==> config.mk <==
export PLATFORM = sky130hd
export DESIGN_NAME = int_to_float_seq_flat
export DESIGN_NICKNAME = d
export VERILOG_FILES = /design/src/rtl/int_to_float_seq_pkg.sv /design/src/rtl/int_to_float_seq_if.sv /design/src/rtl/int_to_float_seq_fp_round_pack.sv /design/src/rtl/int_to_float_seq.sv /design/src/flat_wrapper.sv
export SDC_FILE = /design/constraint.sdc
export NUM_CORES = 1
export LEC_CHECK = 0
export CAP_MARGIN = 15
export CORE_MARGIN = 1.5
export CORE_UTILIZATION = 55
export CTS_CLUSTER_DIAMETER = 60
export CTS_CLUSTER_SIZE = 40
export DETAILED_ROUTE_END_ITERATION = 10
export MAX_ROUTING_LAYER = met4
export PLACE_DENSITY = 0.81
export SYNTH_ARGS = -nofsm -noshare
export SYNTH_HDL_FRONTEND = slang
export SYNTH_SLANG_ARGS = --single-unit
==> constraint.sdc <==
create_clock -name wb_clk_i -period 2.8 [get_ports wb_clk_i]
set_input_delay 0.56 -clock wb_clk_i [delete_from_list [all_inputs] [get_ports wb_clk_i]]
set_output_delay 0.56 -clock wb_clk_i [all_outputs]
set_load 0.02 [all_outputs]
==> src/rtl/int_to_float_seq_pkg.sv <==
// int_to_float_seq_pkg: shared FP/integer widths and converter state encoding
package int_to_float_seq_pkg;
    localparam int FP_EXP_BIAS = 127;
    localparam int FP_EXP_W    = 8;
    localparam int FP_MANT_W   = 23;
    localparam int INT_W       = 32;
    localparam int CNT_W       = 5;
    typedef enum logic [1:0] {
        S_IDLE  = 2'd0,
        S_NORM  = 2'd1,
        S_ROUND = 2'd2,
        S_DONE  = 2'd3
    } state_t;
endpackage

==> src/rtl/int_to_float_seq_if.sv <==
// int_to_float_seq_if: valid/ready operand and result channels of the converter
interface int_to_float_seq_if;
    logic                                  in_valid;
    logic                                  in_ready;
    logic [int_to_float_seq_pkg::INT_W-1:0] in_data;
    logic                                  in_signed;
    logic                                  out_valid;
    logic                                  out_ready;
    logic [int_to_float_seq_pkg::INT_W-1:0] out_data;
    logic                                  out_inexact;
    modport master (
        output in_valid, in_data, in_signed, out_ready,
        input  in_ready, out_valid, out_data, out_inexact
    );
    modport slave (
        input  in_valid, in_data, in_signed, out_ready,
        output in_ready, out_valid, out_data, out_inexact
    );
endinterface

==> src/rtl/int_to_float_seq_fp_round_pack.sv <==
// int_to_float_seq_fp_round_pack: rounds a normalized magnitude and packs an IEEE-754 single
module int_to_float_seq_fp_round_pack
    import int_to_float_seq_pkg::*;
#(
    parameter bit ROUND_NEAREST = 1'b1
) (
    input  logic             i_sign,
    input  logic [CNT_W-1:0] i_count,
    input  logic [INT_W-2:0] i_frac,
    output logic [INT_W-1:0] o_word,
    output logic             o_inexact
);
    localparam int EXP_TOP = FP_EXP_BIAS + INT_W - 1;
    logic [FP_EXP_W-1:0]  w_exp;
    logic [FP_MANT_W-1:0] w_mant;
    logic                 w_guard;
    logic                 w_sticky;
    logic                 w_inc;
    assign w_exp    = FP_EXP_W'(EXP_TOP - int'(i_count));
    assign w_mant   = i_frac[INT_W-2 -: FP_MANT_W];
    assign w_guard  = i_frac[INT_W-2-FP_MANT_W];
    assign w_sticky = |i_frac[INT_W-3-FP_MANT_W:0];
    assign w_inc    = ROUND_NEAREST && w_guard && (w_sticky || w_mant[0]);
    // a mantissa carry-out ripples straight into the exponent field
    assign o_word    = {i_sign, {w_exp, w_mant} + (FP_EXP_W + FP_MANT_W)'(w_inc)};
    assign o_inexact = w_guard | w_sticky;
endmodule

==> src/rtl/int_to_float_seq.sv <==
// int_to_float_seq: sequential 32-bit integer to IEEE-754 single converter with a shift-loop normalizer
module int_to_float_seq
    import int_to_float_seq_pkg::*;
#(
    parameter bit ROUND_NEAREST = 1'b1
) (
    input  logic              wb_clk_i,
    input  logic              wb_rst_i,
    int_to_float_seq_if.slave bus
);
    state_t           r_state;
    state_t           w_state_next;
    logic             r_sign;
    logic             r_inexact;
    logic [INT_W-1:0] r_mag;
    logic [INT_W-1:0] r_out_data;
    logic [CNT_W-1:0] r_count;
    logic             w_sign_in;
    logic [INT_W-1:0] w_mag_in;
    logic [INT_W-1:0] w_word;
    logic             w_inexact;
    assign w_sign_in = bus.in_signed & bus.in_data[INT_W-1];
    assign w_mag_in  = w_sign_in ? -bus.in_data : bus.in_data;
    assign bus.in_ready    = r_state == S_IDLE;
    assign bus.out_valid   = r_state == S_DONE;
    assign bus.out_data    = r_out_data;
    assign bus.out_inexact = r_inexact;
    int_to_float_seq_fp_round_pack #(
        .ROUND_NEAREST(ROUND_NEAREST)
    ) u_round_pack (
        .i_sign   (r_sign),
        .i_count  (r_count),
        .i_frac   (r_mag[INT_W-2:0]),
        .o_word   (w_word),
        .o_inexact(w_inexact)
    );
    always_ff @(posedge wb_clk_i) begin
        if (wb_rst_i) r_state <= S_IDLE;
        else          r_state <= w_state_next;
    end
    always_comb begin
        w_state_next = r_state;
        case (r_state)
            S_IDLE:  w_state_next = bus.in_valid ? ((w_mag_in == '0) ? S_DONE : S_NORM) : S_IDLE;
            S_NORM:  w_state_next = r_mag[INT_W-1] ? S_ROUND : S_NORM;
            S_ROUND: w_state_next = S_DONE;
            S_DONE:  w_state_next = bus.out_ready ? S_IDLE : S_DONE;
            default: w_state_next = S_IDLE;
        endcase
    end
    always_ff @(posedge wb_clk_i) begin
        if (wb_rst_i) begin
            r_sign     <= 1'b0;
            r_mag      <= '0;
            r_count    <= '0;
            r_out_data <= '0;
            r_inexact  <= 1'b0;
        end else begin
            case (r_state)
                S_IDLE: if (bus.in_valid) begin
                    r_sign     <= w_sign_in;
                    r_mag      <= w_mag_in;
                    r_count    <= '0;
                    r_out_data <= '0;
                    r_inexact  <= 1'b0;
                end
                S_NORM: if (!r_mag[INT_W-1]) begin
                    r_mag   <= r_mag << 1;
                    r_count <= r_count + CNT_W'(1);
                end
                S_ROUND: begin
                    r_out_data <= w_word;
                    r_inexact  <= w_inexact;
                end
                default: ;
            endcase
        end
    end
endmodule

==> src/flat_wrapper.sv <==
// flat-port wrapper written by rule: the top's interface ports become plain ports
module int_to_float_seq_flat import int_to_float_seq_pkg::*;
#(
    parameter bit ROUND_NEAREST = 1'b1
)
  (wb_clk_i, wb_rst_i, bus_in_valid, bus_in_data, bus_in_signed, bus_out_ready, bus_in_ready, bus_out_valid, bus_out_data, bus_out_inexact);
  int_to_float_seq_if bus_i ();
  input  logic wb_clk_i;
  input  logic wb_rst_i;
  input wire logic [$bits(bus_i.in_valid)-1:0] bus_in_valid;
  input wire logic [$bits(bus_i.in_data)-1:0] bus_in_data;
  input wire logic [$bits(bus_i.in_signed)-1:0] bus_in_signed;
  input wire logic [$bits(bus_i.out_ready)-1:0] bus_out_ready;
  output wire logic [$bits(bus_i.in_ready)-1:0] bus_in_ready;
  output wire logic [$bits(bus_i.out_valid)-1:0] bus_out_valid;
  output wire logic [$bits(bus_i.out_data)-1:0] bus_out_data;
  output wire logic [$bits(bus_i.out_inexact)-1:0] bus_out_inexact;
  assign bus_i.in_valid = bus_in_valid;
  assign bus_i.in_data = bus_in_data;
  assign bus_i.in_signed = bus_in_signed;
  assign bus_i.out_ready = bus_out_ready;
  assign bus_in_ready = bus_i.in_ready;
  assign bus_out_valid = bus_i.out_valid;
  assign bus_out_data = bus_i.out_data;
  assign bus_out_inexact = bus_i.out_inexact;
  int_to_float_seq #(.ROUND_NEAREST(ROUND_NEAREST)) u_core (.wb_clk_i(wb_clk_i), .wb_rst_i(wb_rst_i), .bus(bus_i));
endmodule
==> results of run 1 <==
-- tightest hold or removal path, cell delays in order (launching register included) --
cell and delay [ps]:
dfxtp_1 320, nand2_1 50, a21oi_1 50
-- state kept, by name, summed over array words and instances (netlist names) --
name and count:
u_core.bus.out_data 32, u_core.r_mag 32, u_core.r_count 5, u_core.r_state 2, u_core.bus.out_inexact 1, u_core.r_sign 1
-- kinds of logic after synthesis --
group / share of synthesized area
AO/OA/AOI/OAI: 0.209
flip-flops: 0.311
buffers and inverters: 0.0528
multiplexers: 0.00666
adder cells (fa/ha/maj): 0.0133
XOR/XNOR: 0.108
AND/OR/NAND/NOR: 0.299
-- layer usage --
layer  part of all wire  track usage  vias up
li1                   -            -     2457
met1               0.42        0.397     2295
met2               0.49        0.538      209
met3              0.065       0.0279       27
met4              0.024        0.142        0
met5                  0            -        -
-- power by group --
group / internal [µW] / leakage (µW) / switching, µW / total [µW]
logic: 265 / 0.00159 / 336 / 601
clock network: 510 / 0.000104 / 426 / 936
registers: 1100 / 0.000594 / 79.7 / 1180
total: 1870 / 0.00229 / 842 / 2710
-- layout make-up --
type	instances	area, µm²
Clock buffer	9	124
Clock inverter	7	103
Fill cell	649	2100
Inverter	6	22.5
Multi-Input combinational cell	491	3000
Sequential cell	73	1460
Tap cell	105	131
Timing Repair Buffer	151	1320
-- cell usage in the layout (no fill, tap or decap), types with 5 or more instances in the layout --
cell type,Yosys,routed
buf_4,1,79
nand2_1,76,76
dfxtp_1,73,73
clkdlybuf4s50_1,0,70
a21oi_1,68,68
nor2_1,53,51
nand3_1,42,42
a22oi_1,34,34
xnor2_1,29,29
xor2_1,29,29
nor3_1,26,26
o21ai_0,18,18
and3_1,10,9
clkbuf_8,0,9
a31oi_1,8,8
inv_1,6,6
nor4_1,6,6
nand4_1,6,6
and4_1,5,5
nor2b_1,6,5
o31ai_1,5,5
a221oi_1,5,5
ha_1,5,5
-- stage by stage --
stage	setup slack, ps	power [µW]	TNS (ps)	cell area (µm²)	hold slack, ps
global route	-31.1	2830	-31.1	6160	487
CTS	154	2710	0	6150	465
global placement	-154	1770	-209	5930	445
detailed placement	-205	1790	-444	5930	454
finish	124	2710	0	6160	462
floorplan	339	1530	0	4700	432
-- worst min-delay path by stage --
stage	startpoint	endpoint	slack [ps]	depth (start not counted)
after CTS	u_core.bus.out_data[29]$_SDFFE_PP0P_	u_core.bus.out_data[29]$_SDFFE_PP0P_	470	2
after global routing	u_core.bus.out_data[20]$_SDFFE_PP0P_	u_core.bus.out_data[20]$_SDFFE_PP0P_	490	2
after global placement	u_core.r_sign$_SDFFE_PP0P_	u_core.bus.out_data[31]$_SDFFE_PP0P_	450	2
final	u_core.bus.out_data[29]$_SDFFE_PP0P_	u_core.bus.out_data[29]$_SDFFE_PP0P_	460	2
after floorplan	u_core.r_sign$_SDFFE_PP0P_	u_core.bus.out_data[31]$_SDFFE_PP0P_	430	2
after detailed placement	u_core.bus.out_data[29]$_SDFFE_PP0P_	u_core.bus.out_data[29]$_SDFFE_PP0P_	450	2
==> results.py, run 1 <==
metrics = {
    "synthesis": {
        "synth.top_cell.area_share": 0.311,
        "synth_warnings": 0,
        "syn_area_per_cell_um2": 7.53,
        "synth_nets": 666,
        "synth_area_leader_cell": "dfxtp_1",
        "synth_cell_types": 62,
        "syn_inst": 624,
        "synthTopCellsByCount": "76 x nand2_1, 73 x dfxtp_1, 68 x a21oi_1",
        "yosysMostFrequentCell": "nand2_1",
        "synthFlopType": "dfxtp_1",
        "synthArstFlopShare": 0,
        "synth-edff-count": 0,
        "synth_seq_cells": 73,
        "netlist_area_um2": 4700,
        "synth-seq-area-share": 0.311,
        "synth_area_leaders": "dfxtp_1 31%, a21oi_1 7.2%, nand2_1 6.1%",
    },
    "clock_tree": {
        "cts.path.max_buffers": 2,
        "clock_latency_ps": 360,
        "root_buffer": "clkbuf_8",
        "clkSlewWorstSetupHoldPaths_ps": 80,
        "cts.sinks": 73,
        "cts-resized-gates": 0,
        "cts_tree": "done",
        "cts_hold_buf": 0,
        "cts_buffers": 9,
        "post_cts_buffers": 0,
        "htree_levels": 3,
    },
    "routing": {
        "drt_pre_antenna_iters": 5,
        "viasPerCell": 5.92,
        "drt-wirelength-per-cell_um": 16.5,
        "drt_iter0_drc": 347,
        "routed_wl_mm": 13.9,
        "vias": 4988,
        "ant_nets": 0,
        "route.detailed.drc": 0,
    },
    "place": {
        "dp_cells": 826,
        "port_buffers": 71,
        "dp_hpwl_mm": 10.4,
        "place_congestion": 1.01,
    },
    "setup_path": {
        "cp_common_cell": "a21oi_1",
        "slowest_stage": "clkdlybuf4s50_1",
        "crit_path_start_kind": "primary input",
        "slowest_delay_ps": 540,
        "crit_required_ps": 3090,
        "path_cells": "clkdlybuf4s50_1, inv_1, ha_1, nor3b_4, or4_1, a21oi_1, a21oi_1, a311oi_1, and4b_1, a41o_1",
        "endpoint": "u_core.r_state[1]$_SDFF_PP0_",
        "crit_cells": 10,
        "end_kind": "register",
        "reg2reg_depth": 12,
        "worst-path-buf-inv": 2,
        "r2r_setup_slack_ps": 190,
        "startpoint": "bus_in_data[0]",
        "r2r-end": "u_core.bus.out_data[26]$_SDFFE_PP0P_",
        "worst-setup-path-type": "primary input to register",
        "crit_family": "simple AND/OR/NAND/NOR gates",
        "reg2reg_from": "u_core.r_mag[3]$_SDFFE_PP0P_",
        "crit_path_max_fanout": 6,
        "critPathArrivalTime_ps": 2970,
    },
    "sta": {
        "slew_viol_final": 0,
        "slew_headroom": 0.510,
        "fmax_mhz": 374,
        "worst_pin_slew_ps": 734,
        "post-route-period-util": 0.956,
        "period_needed_ps": 2680,
        "setup_viol": 0,
        "grt_setup_unrepaired": "yes",
        "skew_ps": 12.4,
        "hold_viol": 0,
    },
    "global_routing": {
        "grt_pass1_vias": 4603,
        "antenna_found_initial": 0,
        "grt_usage": 0.322,
        "grt_max_degree": 76,
        "gr-total-overflow": 0,
        "grt_pass1_wl_mm": 22.0,
    },
    "finish": {
        "synthToLayoutAreaGrowth_pct": 31.2,
        "final_core_util": 0.746,
        "nets": 774,
        "drive_gt1_frac": 0.157,
        "fin_cells": 842,
        "antenna_cells": 0,
    },
    "floorplan": {
        "dieArea_um2": 9100,
        "die_y_um": 95.4,
        "num_rows": 33,
        "floorplan.initialDensity": 0.569,
        "coreArea_um2": 8260,
        "io_pins": 72,
        "die_x_um": 95.4,
    },
    "run_status": {
        "status": "completed",
    },
    "run": {
        "maxCapViolCount": 0,
    },
    "power": {
        "power.density_nw_per_um2": 440,
        "vdd_drop_max_v": 0.000239,
        "power_leakage_uw": 0.00229,
    },
    "hold_path": {
        "holdCritPathClass": "register to register",
    },
}
(Power assumes the default switching activity.)
==> run 2, diff against run 1 <==
Settings changed: CTS_BUF_LIST set to sky130_fd_sc_hd__clkbuf_16, SLEW_MARGIN set to 25.
==> run 2 against run 1 <==
Sequential share of layout area fell by 0.38 points. Design area rose by 1.6%. First-iteration DRC count fell by 6.3%. Sequential power barely moved. Count of clock-buffer cells in the layout did not move. Maximum frequency fell by 1.4%. Routed wire length rose by 2.5%. Power rose by 12%. Critical path type unchanged. Critical endpoint unchanged. Largest cell class unchanged.
==> results.py, run 2 (synthesized netlist as in run 1, its figures left out) <==
metrics = {
    "routing": {
        "drt-wirelength-per-cell_um": 16.9,
        "routed_wl_mm": 14.2,
        "vias": 5060,
        "drt_pre_antenna_iters": 5,
        "viasPerCell": 6.01,
        "ant_nets": 0,
        "route.detailed.drc": 0,
        "drt_iter0_drc": 325,
    },
    "global_routing": {
        "antenna_found_initial": 0,
        "grt_pass1_vias": 4711,
        "gr-total-overflow": 0,
        "grt_max_degree": 76,
        "grt_pass1_wl_mm": 22.7,
        "grt_usage": 0.330,
    },
    "floorplan": {
        "die_x_um": 95.4,
        "coreArea_um2": 8260,
        "dieArea_um2": 9100,
        "floorplan.initialDensity": 0.569,
        "num_rows": 33,
        "io_pins": 72,
        "die_y_um": 95.4,
    },
    "setup_path": {
        "reg2reg_depth": 12,
        "r2r-end": "u_core.bus.out_data[24]$_SDFFE_PP0P_",
        "crit_path_start_kind": "primary input",
        "crit_path_max_fanout": 6,
        "reg2reg_from": "u_core.r_mag[3]$_SDFFE_PP0P_",
        "slowest_delay_ps": 540,
        "cp_common_cell": "a21oi_1",
        "crit_required_ps": 3070,
        "end_kind": "register",
        "slowest_stage": "clkdlybuf4s50_1",
        "crit_family": "simple AND/OR/NAND/NOR gates",
        "worst-path-buf-inv": 2,
        "r2r_setup_slack_ps": 160,
        "worst-setup-path-type": "primary input to register",
        "critPathArrivalTime_ps": 2980,
        "startpoint": "bus_in_data[0]",
        "path_cells": "clkdlybuf4s50_1, inv_1, ha_1, nor3b_4, or4_1, a21oi_1, a21oi_1, a311oi_1, and4b_1, a41o_1",
    },
    "sta": {
        "post-route-period-util": 0.969,
        "period_needed_ps": 2710,
        "skew_ps": 7.42,
        "setup_viol": 0,
        "grt_setup_unrepaired": "yes",
        "fmax_mhz": 368,
        "hold_viol": 0,
        "worst_pin_slew_ps": 746,
        "tns_ps": 0,
        "holdWs_ps": 458,
        "slew_viol_final": 0,
        "slew_headroom": 0.503,
    },
    "hold_path": {
        "holdCritPathClass": "register to register",
        "holdPathStages": 2,
        "hold_path_end": "u_core.bus.out_data[29]$_SDFFE_PP0P_",
        "hp-start": "u_core.bus.out_data[29]$_SDFFE_PP0P_",
    },
    "clock_tree": {
        "cts.path.max_buffers": 2,
        "clkSlewWorstSetupHoldPaths_ps": 60,
        "htree_levels": 3,
        "cts_tree": "done",
        "cts_buffers": 9,
        "cts.sinks": 73,
        "clock_latency_ps": 330,
        "cts-resized-gates": 0,
        "root_buffer": "clkbuf_16",
        "cts_hold_buf": 0,
        "post_cts_buffers": 0,
    },
    "power": {
        "power_uw": 3040,
        "power_leakage_uw": 0.00233,
        "power.density_nw_per_um2": 486,
        "vdd_drop_max_v": 0.000301,
    },
    "finish": {
        "antenna_cells": 0,
        "post-route-cell-area_um2": 6260,
        "final_cell_mix": "79 x buf_4, 76 x nand2_1, 73 x dfxtp_1, 70 x clkdlybuf4s50_1, 68 x a21oi_1",
        "fin_cells": 842,
        "synthToLayoutAreaGrowth_pct": 33.4,
        "fill_cells": 627,
        "drive_gt1_frac": 0.157,
        "layout_commonest_cell": "buf_4",
        "nets": 774,
    },
    "place": {
        "place_congestion": 1.01,
        "port_buffers": 71,
        "dpl_cell_area_um2": 5930,
        "dp_hpwl_mm": 10.4,
        "dp_cells": 826,
    },
    "run_status": {
        "status": "completed",
    },
    "run": {
        "maxCapViolCount": 0,
    },
}
[run 2: cell count changes in the layout (fill, tap and decap cells not counted)]
cell,previous run,this run
clkbuf_16,0,9
clkbuf_8,9,0
[run 2: worst max-delay path by stage]
stage | endpoint | slack [ps] | depth (start not counted)
CTS | u_core.r_state[1]$_SDFF_PP0_ | 100 | 10
finish | u_core.r_state[1]$_SDFF_PP0_ | 90 | 10
global placement | u_core.r_state[1]$_SDFF_PP0_ | -150 | 8
global route | u_core.r_state[1]$_SDFF_PP0_ | -60 | 11
floorplan | u_core.r_state[1]$_SDFF_PP0_ | 340 | 8
detailed placement | u_core.r_state[1]$_SDFF_PP0_ | -200 | 10
[run 2: cell type report]
type | instances | area [µm²] | share of cell area
Multi-Input combinational cell | 491 | 3000 | 0.479
Sequential cell | 73 | 1460 | 0.233
Timing Repair Buffer | 151 | 1320 | 0.211
Clock buffer | 9 | 225 | 0.0360
Tap cell | 105 | 131 | 0.0210
Clock inverter | 7 | 103 | 0.0164
Inverter | 6 | 22.5 | 0.00360
[run 2: tightest hold or removal path, stage by stage, from the launching register on]
cell and delay (ps):
dfxtp_1 310, nand2_1 50, a21oi_1 50
[run 2: where the power goes]
group / switching (µW) / leakage (µW) / internal [µW]
clock network: 471 / 0.000150 / 789
registers: 80.1 / 0.000594 / 1100
logic: 342 / 0.00159 / 265
total: 893 / 0.00233 / 2150
[run 2: metrics by stage]
stage | setup slack [ps] | util
finish | 86.1 | 0.758
global route | -63.4 | 0.758
CTS | 98.4 | 0.758
detailed placement | -205 | 0.718
global placement | -154 | 0.718
floorplan | 339 | -
[run 2: metal layers]
| metal | track usage | part of all wire | vias to the layer above |
|---|---|---|---|
| met4 | 0.118 | 0.024 | 0 |
| met3 | 0.0335 | 0.056 | 34 |
| li1 | - | - | 2464 |
| met5 | - | 0 | - |
| met1 | 0.404 | 0.42 | 2358 |
| met2 | 0.563 | 0.50 | 204 |
